File: src/rtl/bcd_field_counter_pkg.sv
// clock_pkg: shared BCD types and binary/BCD conversion for the clock time fields
package clock_pkg;
  typedef logic [3:0] bcd_digit_t;
  typedef logic [7:0] bcd_pair_t;
  localparam int MAX_BCD_VAL = 99;
  function automatic bcd_pair_t bin_to_bcd(input logic [6:0] b);
    return {bcd_digit_t'(b / 7'd10), bcd_digit_t'(b % 7'd10)};
  endfunction
  function automatic logic [6:0] bcd_to_bin(input bcd_pair_t d);
    return 7'(d[7:4]) * 7'd10 + 7'(d[3:0]);
  endfunction
endpackage

File: src/rtl/bcd_field_counter_if.sv
// bcd_field_counter_if: count/adjust controls and BCD field outputs of one time field
interface bcd_field_counter_if;
  import clock_pkg::*;
  logic tick;
  logic set_ena;
  logic up;
  logic down;
  bcd_pair_t bcd_out;
  logic tc;
  logic at_max;
  modport master (output tick, set_ena, up, down, input bcd_out, tc, at_max);
  modport slave (input tick, set_ena, up, down, output bcd_out, tc, at_max);
endinterface

File: src/rtl/bcd_field_counter_key_repeat.sv
// key_repeat: key rising-edge detector, with hold/auto-repeat timer when AUTO_REPEAT_EN is defined
module key_repeat #(
  parameter int DLY = 8,
  parameter int PER = 4
) (
  input  logic clk,
  input  logic rst,
  input  logic i_key,
  input  logic i_en,
  output logic o_step
);
  logic r_key;
  logic w_edge;
  if (DLY < 2 || PER < 1) begin : g_bad_params
    $error("key_repeat: DLY must be >= 2 and PER >= 1");
  end
  assign w_edge = i_key & ~r_key;
  // edge register tracks the key in every mode so a key held into set mode never counts as a press
  always_ff @(posedge clk or posedge rst) begin
    if (rst) r_key <= 1'b0;
    else r_key <= i_key;
  end
`ifdef AUTO_REPEAT_EN
  localparam int CW = $clog2(DLY + PER + 1);
  logic [CW-1:0] r_cnt;
  logic r_arm;
  logic r_rep;
  logic w_fire;
  assign w_fire = r_arm & i_key & i_en & (r_cnt == (r_rep ? CW'(PER) : CW'(DLY)));
  assign o_step = (i_en & w_edge) | w_fire;
  // armed only by a press seen in set mode; r_rep selects the initial delay or the repeat period
  always_ff @(posedge clk or posedge rst) begin
    if (rst) begin
      r_cnt <= '0;
      r_arm <= 1'b0;
      r_rep <= 1'b0;
    end else if (!i_key || !i_en) begin
      r_cnt <= '0;
      r_arm <= 1'b0;
      r_rep <= 1'b0;
    end else if (w_edge || w_fire) begin
      r_cnt <= CW'(1);
      r_arm <= 1'b1;
      r_rep <= w_fire;
    end else if (r_arm) begin
      r_cnt <= r_cnt + CW'(1);
    end
  end
`else
  assign o_step = i_en & w_edge;
`endif
endmodule

File: src/rtl/bcd_field_counter.sv
// bcd_field_counter: 2-digit BCD time field counter with carry and set-mode adjust (AUTO_REPEAT_EN enables key repeat)
module bcd_field_counter
  import clock_pkg::*;
#(
  parameter int MODULUS    = 24,
  parameter int MIN_VAL    = 0,
  parameter int REPEAT_DLY = 8,
  parameter int REPEAT_PER = 4
) (
  input logic clk,
  input logic rst,
  bcd_field_counter_if.slave s_if
);
  localparam logic [6:0] MIN_V = 7'(MIN_VAL);
  localparam logic [6:0] MAX_V = 7'(MIN_VAL + MODULUS - 1);
  if (MODULUS < 2 || MODULUS > MAX_BCD_VAL || MIN_VAL < 0 || MIN_VAL + MODULUS - 1 > MAX_BCD_VAL) begin : g_bad_params
    $error("bcd_field_counter: MODULUS/MIN_VAL out of range");
  end
  logic [6:0] r_val;
  logic r_tc;
  logic w_up;
  logic w_dn;
  logic w_run;
  logic w_inc;
  logic w_dec;
  logic w_at_max;
  key_repeat #(.DLY(REPEAT_DLY), .PER(REPEAT_PER)) u_up (
    .clk(clk), .rst(rst), .i_key(s_if.up), .i_en(s_if.set_ena), .o_step(w_up)
  );
  key_repeat #(.DLY(REPEAT_DLY), .PER(REPEAT_PER)) u_dn (
    .clk(clk), .rst(rst), .i_key(s_if.down), .i_en(s_if.set_ena), .o_step(w_dn)
  );
  // a step of one key is cancelled while the other key is held
  always_comb begin
    w_run    = s_if.tick & ~s_if.set_ena;
    w_at_max = r_val == MAX_V;
    w_inc    = w_run | (w_up & ~s_if.down);
    w_dec    = w_dn & ~s_if.up;
  end
  always_ff @(posedge clk or posedge rst) begin
    if (rst) begin
      r_val <= MIN_V;
      r_tc  <= 1'b0;
    end else begin
      r_tc <= w_run & w_at_max;
      if (w_inc) r_val <= w_at_max ? MIN_V : r_val + 7'd1;
      else if (w_dec) r_val <= (r_val == MIN_V) ? MAX_V : r_val - 7'd1;
    end
  end
  assign s_if.bcd_out = bin_to_bcd(r_val);
  assign s_if.tc      = r_tc;
  assign s_if.at_max  = w_at_max;
endmodule
File: src/flat_wrapper.sv
// flat-port wrapper written by rule: the top's interface ports become plain ports
module bcd_field_counter_flat import clock_pkg::*;
#(
  parameter int MODULUS    = 24,
  parameter int MIN_VAL    = 0,
  parameter int REPEAT_DLY = 8,
  parameter int REPEAT_PER = 4
)
  (clk, rst, s_if_tick, s_if_set_ena, s_if_up, s_if_down, s_if_bcd_out, s_if_tc, s_if_at_max);
  bcd_field_counter_if s_if_i ();
  input logic clk;
  input logic rst;
  input wire logic [$bits(s_if_i.tick)-1:0] s_if_tick;
  input wire logic [$bits(s_if_i.set_ena)-1:0] s_if_set_ena;
  input wire logic [$bits(s_if_i.up)-1:0] s_if_up;
  input wire logic [$bits(s_if_i.down)-1:0] s_if_down;
  output wire logic [$bits(s_if_i.bcd_out)-1:0] s_if_bcd_out;
  output wire logic [$bits(s_if_i.tc)-1:0] s_if_tc;
  output wire logic [$bits(s_if_i.at_max)-1:0] s_if_at_max;
  assign s_if_i.tick = s_if_tick;
  assign s_if_i.set_ena = s_if_set_ena;
  assign s_if_i.up = s_if_up;
  assign s_if_i.down = s_if_down;
  assign s_if_bcd_out = s_if_i.bcd_out;
  assign s_if_tc = s_if_i.tc;
  assign s_if_at_max = s_if_i.at_max;
  bcd_field_counter #(.MODULUS(MODULUS), .MIN_VAL(MIN_VAL), .REPEAT_DLY(REPEAT_DLY), .REPEAT_PER(REPEAT_PER)) u_core (.clk(clk), .rst(rst), .s_if(s_if_i));
endmodule
File: config.mk
export PLATFORM = sky130hd
export DESIGN_NAME = bcd_field_counter_flat
export DESIGN_NICKNAME = d
export VERILOG_FILES = /design/src/rtl/bcd_field_counter_pkg.sv /design/src/rtl/bcd_field_counter_if.sv /design/src/rtl/bcd_field_counter_key_repeat.sv /design/src/rtl/bcd_field_counter.sv /design/src/flat_wrapper.sv
export SDC_FILE = /design/constraint.sdc
export NUM_CORES = 1
export LEC_CHECK = 0
export BUFFER_PORTS_ARGS = -buffer_cell sky130_fd_sc_hd__buf_2
export CAP_MARGIN = 20
export CORE_UTILIZATION = 31
export CTS_BUF_LIST = sky130_fd_sc_hd__clkbuf_8
export CTS_CLUSTER_DIAMETER = 60
export DETAILED_ROUTE_END_ITERATION = 8
export PLACE_DENSITY = 0.49
export SETUP_SLACK_MARGIN = 0.5
export SYNTH_ARGS = -nofsm -noshare
export SYNTH_HDL_FRONTEND = slang
export SYNTH_SLANG_ARGS = --single-unit
File: constraint.sdc
create_clock -name clk -period 7.1 [get_ports clk]
set_clock_uncertainty 0.05 [all_clocks]
set_input_delay 2.13 -clock clk [delete_from_list [all_inputs] [get_ports clk]]
set_output_delay 2.13 -clock clk [all_outputs]
set_load 0.02 [all_outputs]
## Word level (Yosys, flattened, before mapping)

Cells that the tools add are included.
W data, S select, Z words.

| word-level totals | value |
|---|---|
| bits of input ports | 6 |
| register bits after elaboration | 10 |
| logic and storage cells | 29 |
| output and inout port bits | 10 |

| operators by class | value |
|---|---|
| equal/unequal tests | 1 |
| divide/modulo/power cells | 2 |
| reduce and logical (&&, ||, !) cells | 2 |
| muxes and demuxes | 4 |
| bitwise operators | 14 |
| add/sub/neg operators | 2 |

Operators by type and width:

| cell | count |
|---|---|
| $mux W7 | 4 |
| $and A1 B1 Y1 | 8 |
| $add A7 B1 Y7 const B | 1 |
| $div A7 B4 Y7 const B | 1 |
| $eq A7 B5 Y1 const B | 1 |
| $logic_not A7 Y1 | 1 |
| $mod A7 B4 Y7 const B | 1 |
| $sub A7 B1 Y7 const B | 1 |
| $not A1 Y1 | 5 |
| $reduce_bool A2 Y1 | 1 |
| $or A1 B1 Y1 | 1 |

## Depth between registers and ports, before layout

| logic depth | value |
|---|---|
| depth in word-level cells | 6 |
| gate-level depth with buffers | 11 |
| gate-level depth less buffers | 10 |

## Modules after synthesis

Synthesis repeated with hierarchy kept, for this count alone.

| second synthesis, totals | value |
|---|---|
| cell total of the unflattened synthesis | 131 |
| area total of the unflattened synthesis | 1,036.0 um^2 |

By module, submodules not included:

| module | instances | seq. area each (um^2) | cells an instance | area each (um^2) |
|---|---|---|---|---|
| bcd_field_counter | 1 | 200.2 | 125 | 960.9 |
| key_repeat | 2 | 25.0 | 3 | 37.5 |

## Least setup slack after synthesis

Ideal clock, no wire load.

| timing | value |
|---|---|
| path type | reg-to-output |
| start point | reg u_core.r_val[4] |
| end point | out s_if_bcd_out[2] |
| stages on the path, launching flop included | 12 |
| data required time | 4.920 ns |
| arrival | 2.616 ns |
| path slack | 2.304 ns |
| buffers on the path | 1 |
| cells stage by stage | dfrtp_1 > buf_4 > nor3b_2 > o21ai_0 > a21oi_1 > a311oi_1 > ha_1 > inv_1 > o21ai_0 > a21boi_0 > nor4_4 > mux2i_1 |

| between the ends | value |
|---|---|
| longest elaborated chain between the ends | 1 |

RTL lines:

| element | RTL line | source |
|---|---|---|
| start, declared | bcd_field_counter.sv:19 | `logic [6:0] r_val;` |
| start signal, assigned | bcd_field_counter.sv:46 | `if (w_inc) r_val <= w_at_max ? MIN_V : r_val + 7'd1;` |
| start signal, assigned | bcd_field_counter.sv:47 | `else if (w_dec) r_val <= (r_val == MIN_V) ? MAX_V : r_val - 7'd1;` |
| $mod A7 B4 Y7 | bcd_field_counter_pkg.sv:7 | `return {bcd_digit_t'(b / 7'd10), bcd_digit_t'(b % 7'd10)};` |
| end, declared | flat_wrapper.sv:17 | `output wire logic [$bits(s_if_i.bcd_out)-1:0] s_if_bcd_out;` |

Every way passes these cells.

## Worst setup path after layout

| timing | value |
|---|---|
| start point | reg u_core.r_val[5] |
| end point | out s_if_bcd_out[2] |

Same word-level chain as after synthesis.

==> impl_metrics.py <==
metrics = {
    "synth": {
        "synth_ff_type": "dfrtp_1",
        "netlist_top_cells_area": "dfrtp_1, ha_1, a21oi_1",
        "synthDistinctLibCells": 50,
        "synth_edf_count": 0,
        "ys_async_sr_fraction": 1.000,
        "ys_warn_count": 0,
        "synthTopCellsByCount": "inv_1, nand2_1, nor2_1",
        "avgSynthCellArea_um2": 7.736,
        "syn-instance-count": 164,
        "yosys.area.top_type": "dfrtp_1",
        "ys_seq_area_frac": 0.1972,
        "synth_fp_nets": 175,
        "netlist_area_mm2": 0.001269,
        "ys_seq_elements": 10,
        "yosys.area.top_type_share": 0.1972,
    },
    "floorplan": {
        "core_mm2": 0.003799,
        "initial_utilization": 0.3340,
        "die_x_um": 65.98,
        "die-area_mm2": 0.004353,
        "fp-row-count": 22,
        "fp.dieH_um": 65.98,
        "num_io_pins": 16,
    },
    "worst_setup_path": {
        "crit_required_ns": 4.92,
        "end_kind": "primary output",
        "worst_setup_path_start_kind": "flop",
        "crit_arrival_ns": 3.60,
        "crit_path_max_fanout": 22,
        "path_class": "reg -> out",
        "crit_path_cell_trace": "nor2b_1 -> xnor2_1 -> nor2_1 -> a311oi_1 -> ha_1 -> inv_1 -> o21ai_0 -> a21boi_0 -> nor4_4 -> mux2i_1 -> buf_2",
        "slowest_delay_ns": 0.76,
        "slowest_stage": "dfrtp_1",
    },
    "power": {
        "switching_power_mw": 0.3965,
        "powerDensity_mw_per_mm2": 522.8,
        "internal-power_mw": 0.3087,
        "p_comb_frac": 0.691,
        "vdd_drop_max_mv": 0.3812,
        "p_leak_nw": 0.5703,
        "switching_share": 0.5622,
        "pwr-share-clk": 0.086,
        "pwr-share-seq": 0.223,
    },
    "sta": {
        "fin_setup_tns_ns": 0,
        "relSlewSlack": 0.5139,
        "final-hold-violation-count": 0,
        "tightest_slew_ns": 0.7292,
        "slew_viol_final": 0,
        "setup_viol": 0,
        "period_share": 0.8141,
        "layout_setup_ws_ns": 1.320,
        "finalHoldWorstSlack_ns": 0.5214,
        "fmax_mhz": 173.0,
        "fin_crit_ns": 5.780,
        "rsz0062_at_grt": "false",
    },
    "placed_design": {
        "numPortBuffers": 15,
        "gp_congestion": 0.8381,
        "hpwl_mm": 2.334,
        "placed_area_mm2": 0.001308,
        "place_ws_ns": 1.593,
    },
    "min_path": {
        "hp-class": "reg -> reg",
    },
    "clock_network": {
        "clkSlewWorstSetupHoldPaths_ns": 0.05,
        "cts-htree-levels": 1,
        "cts_tree": "yes",
        "clock-root-buffer": "clkbuf_8",
        "cts.sinks": 10,
        "hold_buffers": 0,
        "clk_latency_ns": 0.24,
        "cts_setup_buffers": 0,
        "cts_resized": 0,
        "cts_made_buffers": 3,
        "clock_path_buffers": 2,
    },
    "global_route": {
        "grt_antenna_before_repair": 0,
        "grt_pass1_wl_mm": 5.444,
        "grt_max_degree": 23,
        "grtUsageTotal": 0.1622,
        "grt_pass1_vias": 1149,
        "grt_overflow": 0,
    },
    "routing": {
        "via_per_inst": 5.759,
        "drt_pre_antenna_iters": 4,
        "drt-total-wl_mm": 3.220,
        "drc": 0,
        "drt_iter0_markers": 52,
        "vias": 1244,
        "ant_nets": 0,
        "wl_per_cell_um": 14.91,
    },
    "layout": {
        "antenna_cells": 0,
        "drive_above_1_share": 0.1786,
        "final_area_mm2": 0.001349,
        "post-route-util": 0.3551,
        "nets": 181,
        "area_growth_pct": 6.311,
        "fillCellCount": 433,
    },
    "status": {
        "status": "finished clean",
    },
    "job": {
        "drv_cap": 0,
    },
}
per-stage QoR:
step | std cells | power [mW]
6_report | 216 | 0.7052
5_1_grt | 216 | 0.7683
4_1_cts | 216 | 0.7064
3_5_place_dp | 213 | 0.6419
3_3_place_gp | 213 | 0.6426
2_1_floorplan | 164 | 0.5457
final cells by class:
type / count / area (um2) / share of cell area
Tap cell: 48 / 60.06 / 0.04453
Clock buffer: 3 / 41.29 / 0.03061
Multi-Input combinational cell: 128 / 877.1 / 0.6503
Sequential cell: 10 / 250.2 / 0.1855
Inverter: 12 / 45.04 / 0.03340
Timing Repair Buffer: 15 / 75.07 / 0.05566
registers in the layout, summed over array words and instances (netlist names):
signal	cells
u_core.s_if.tc	1
u_core.r_val	7
u_core.u_up.r_key	1
u_core.u_dn.r_key	1
critical path, delay by kind of cell, from the launching register on:
family | cells | cell delay, ns
and+or+nand+nor | 3 | 0.89
DFF | 1 | 0.76
AOI/OAI and AO/OA | 3 | 0.63
adders and majority gates | 1 | 0.39
buffers and inverters | 2 | 0.28
muxes | 1 | 0.22
xor gates and xnor gates | 1 | 0.18
path summary, 6_finish.rpt:
kind / from / endpoint / slack, ns / cells past startpoint
max in group asynchronous: rst / u_core.r_val[0] / 4.90 / 2
worst min-delay path: u_core.r_val[0] / u_core.r_val[0] / 0.52 / 1
worst max register to register: u_core.r_val[4] / u_core.r_val[3] / 4.90 / 5
min in group asynchronous: rst / u_core.r_val[3] / 1.81 / 2
worst max-delay path: u_core.r_val[5] / s_if_bcd_out[2] / 1.32 / 11
worst min register to register: u_core.r_val[0] / u_core.r_val[0] / 0.52 / 1
power groups by stage:
stage | Combinational (mW) | Sequential [mW] | Clock, mW
floorplan | 0.452 | 0.0940 | 0
global placement | 0.486 | 0.156 | 0
detailed placement | 0.485 | 0.157 | 0
CTS | 0.489 | 0.155 | 0.0621
global route | 0.538 | 0.166 | 0.0647
finish | 0.487 | 0.157 | 0.0605
cells in the final DEF, fill, tap and decap left out, types with 3 or more instances in the layout:
cell type / Yosys / final
nor3b_2: 3 / 3
nand2_1: 12 / 12
a221oi_2: 3 / 3
nand3_1: 6 / 6
or3_1: 3 / 3
a21oi_1: 10 / 10
o21ai_1: 3 / 3
buf_2: 5 / 15
o22ai_1: 3 / 3
dfrtp_1: 10 / 10
a221oi_1: 3 / 3
o211ai_1: 3 / 3
clkbuf_8: 0 / 3
o21ai_0: 10 / 10
nor2_1: 12 / 12
ha_1: 5 / 5
nor2b_1: 5 / 5
nor3_1: 4 / 4
inv_1: 12 / 12
kinds of logic (layout without fill, tap and decap cells):
family                   after synthesis  after routing  share of synthesized area
AND/OR/NAND/NOR                       64             64                     0.3067
AO/OA/AOI/OAI                         53             53                     0.2919
flip-flops                            10             10                     0.1972
buffers and inverters                 26             30                     0.1114
XOR/XNOR                               4              4                    0.02762
multiplexers                           2              2                    0.01578
adder cells (fa/ha/maj)                5              5                    0.04931
per-layer routing:
| layer | global-route usage | part of all wire | vias to the layer above |
|---|---|---|---|
| li1 | - | - | 611 |
| met1 | 0.2170 | 0.46 | 594 |
| met2 | 0.2589 | 0.46 | 34 |
| met3 | 0.03793 | 0.061 | 5 |
| met4 | 0.04255 | 0.016 | 0 |
| met5 | 0 | 0 | - |
Note: power is estimated with default switching activity, not from simulation.
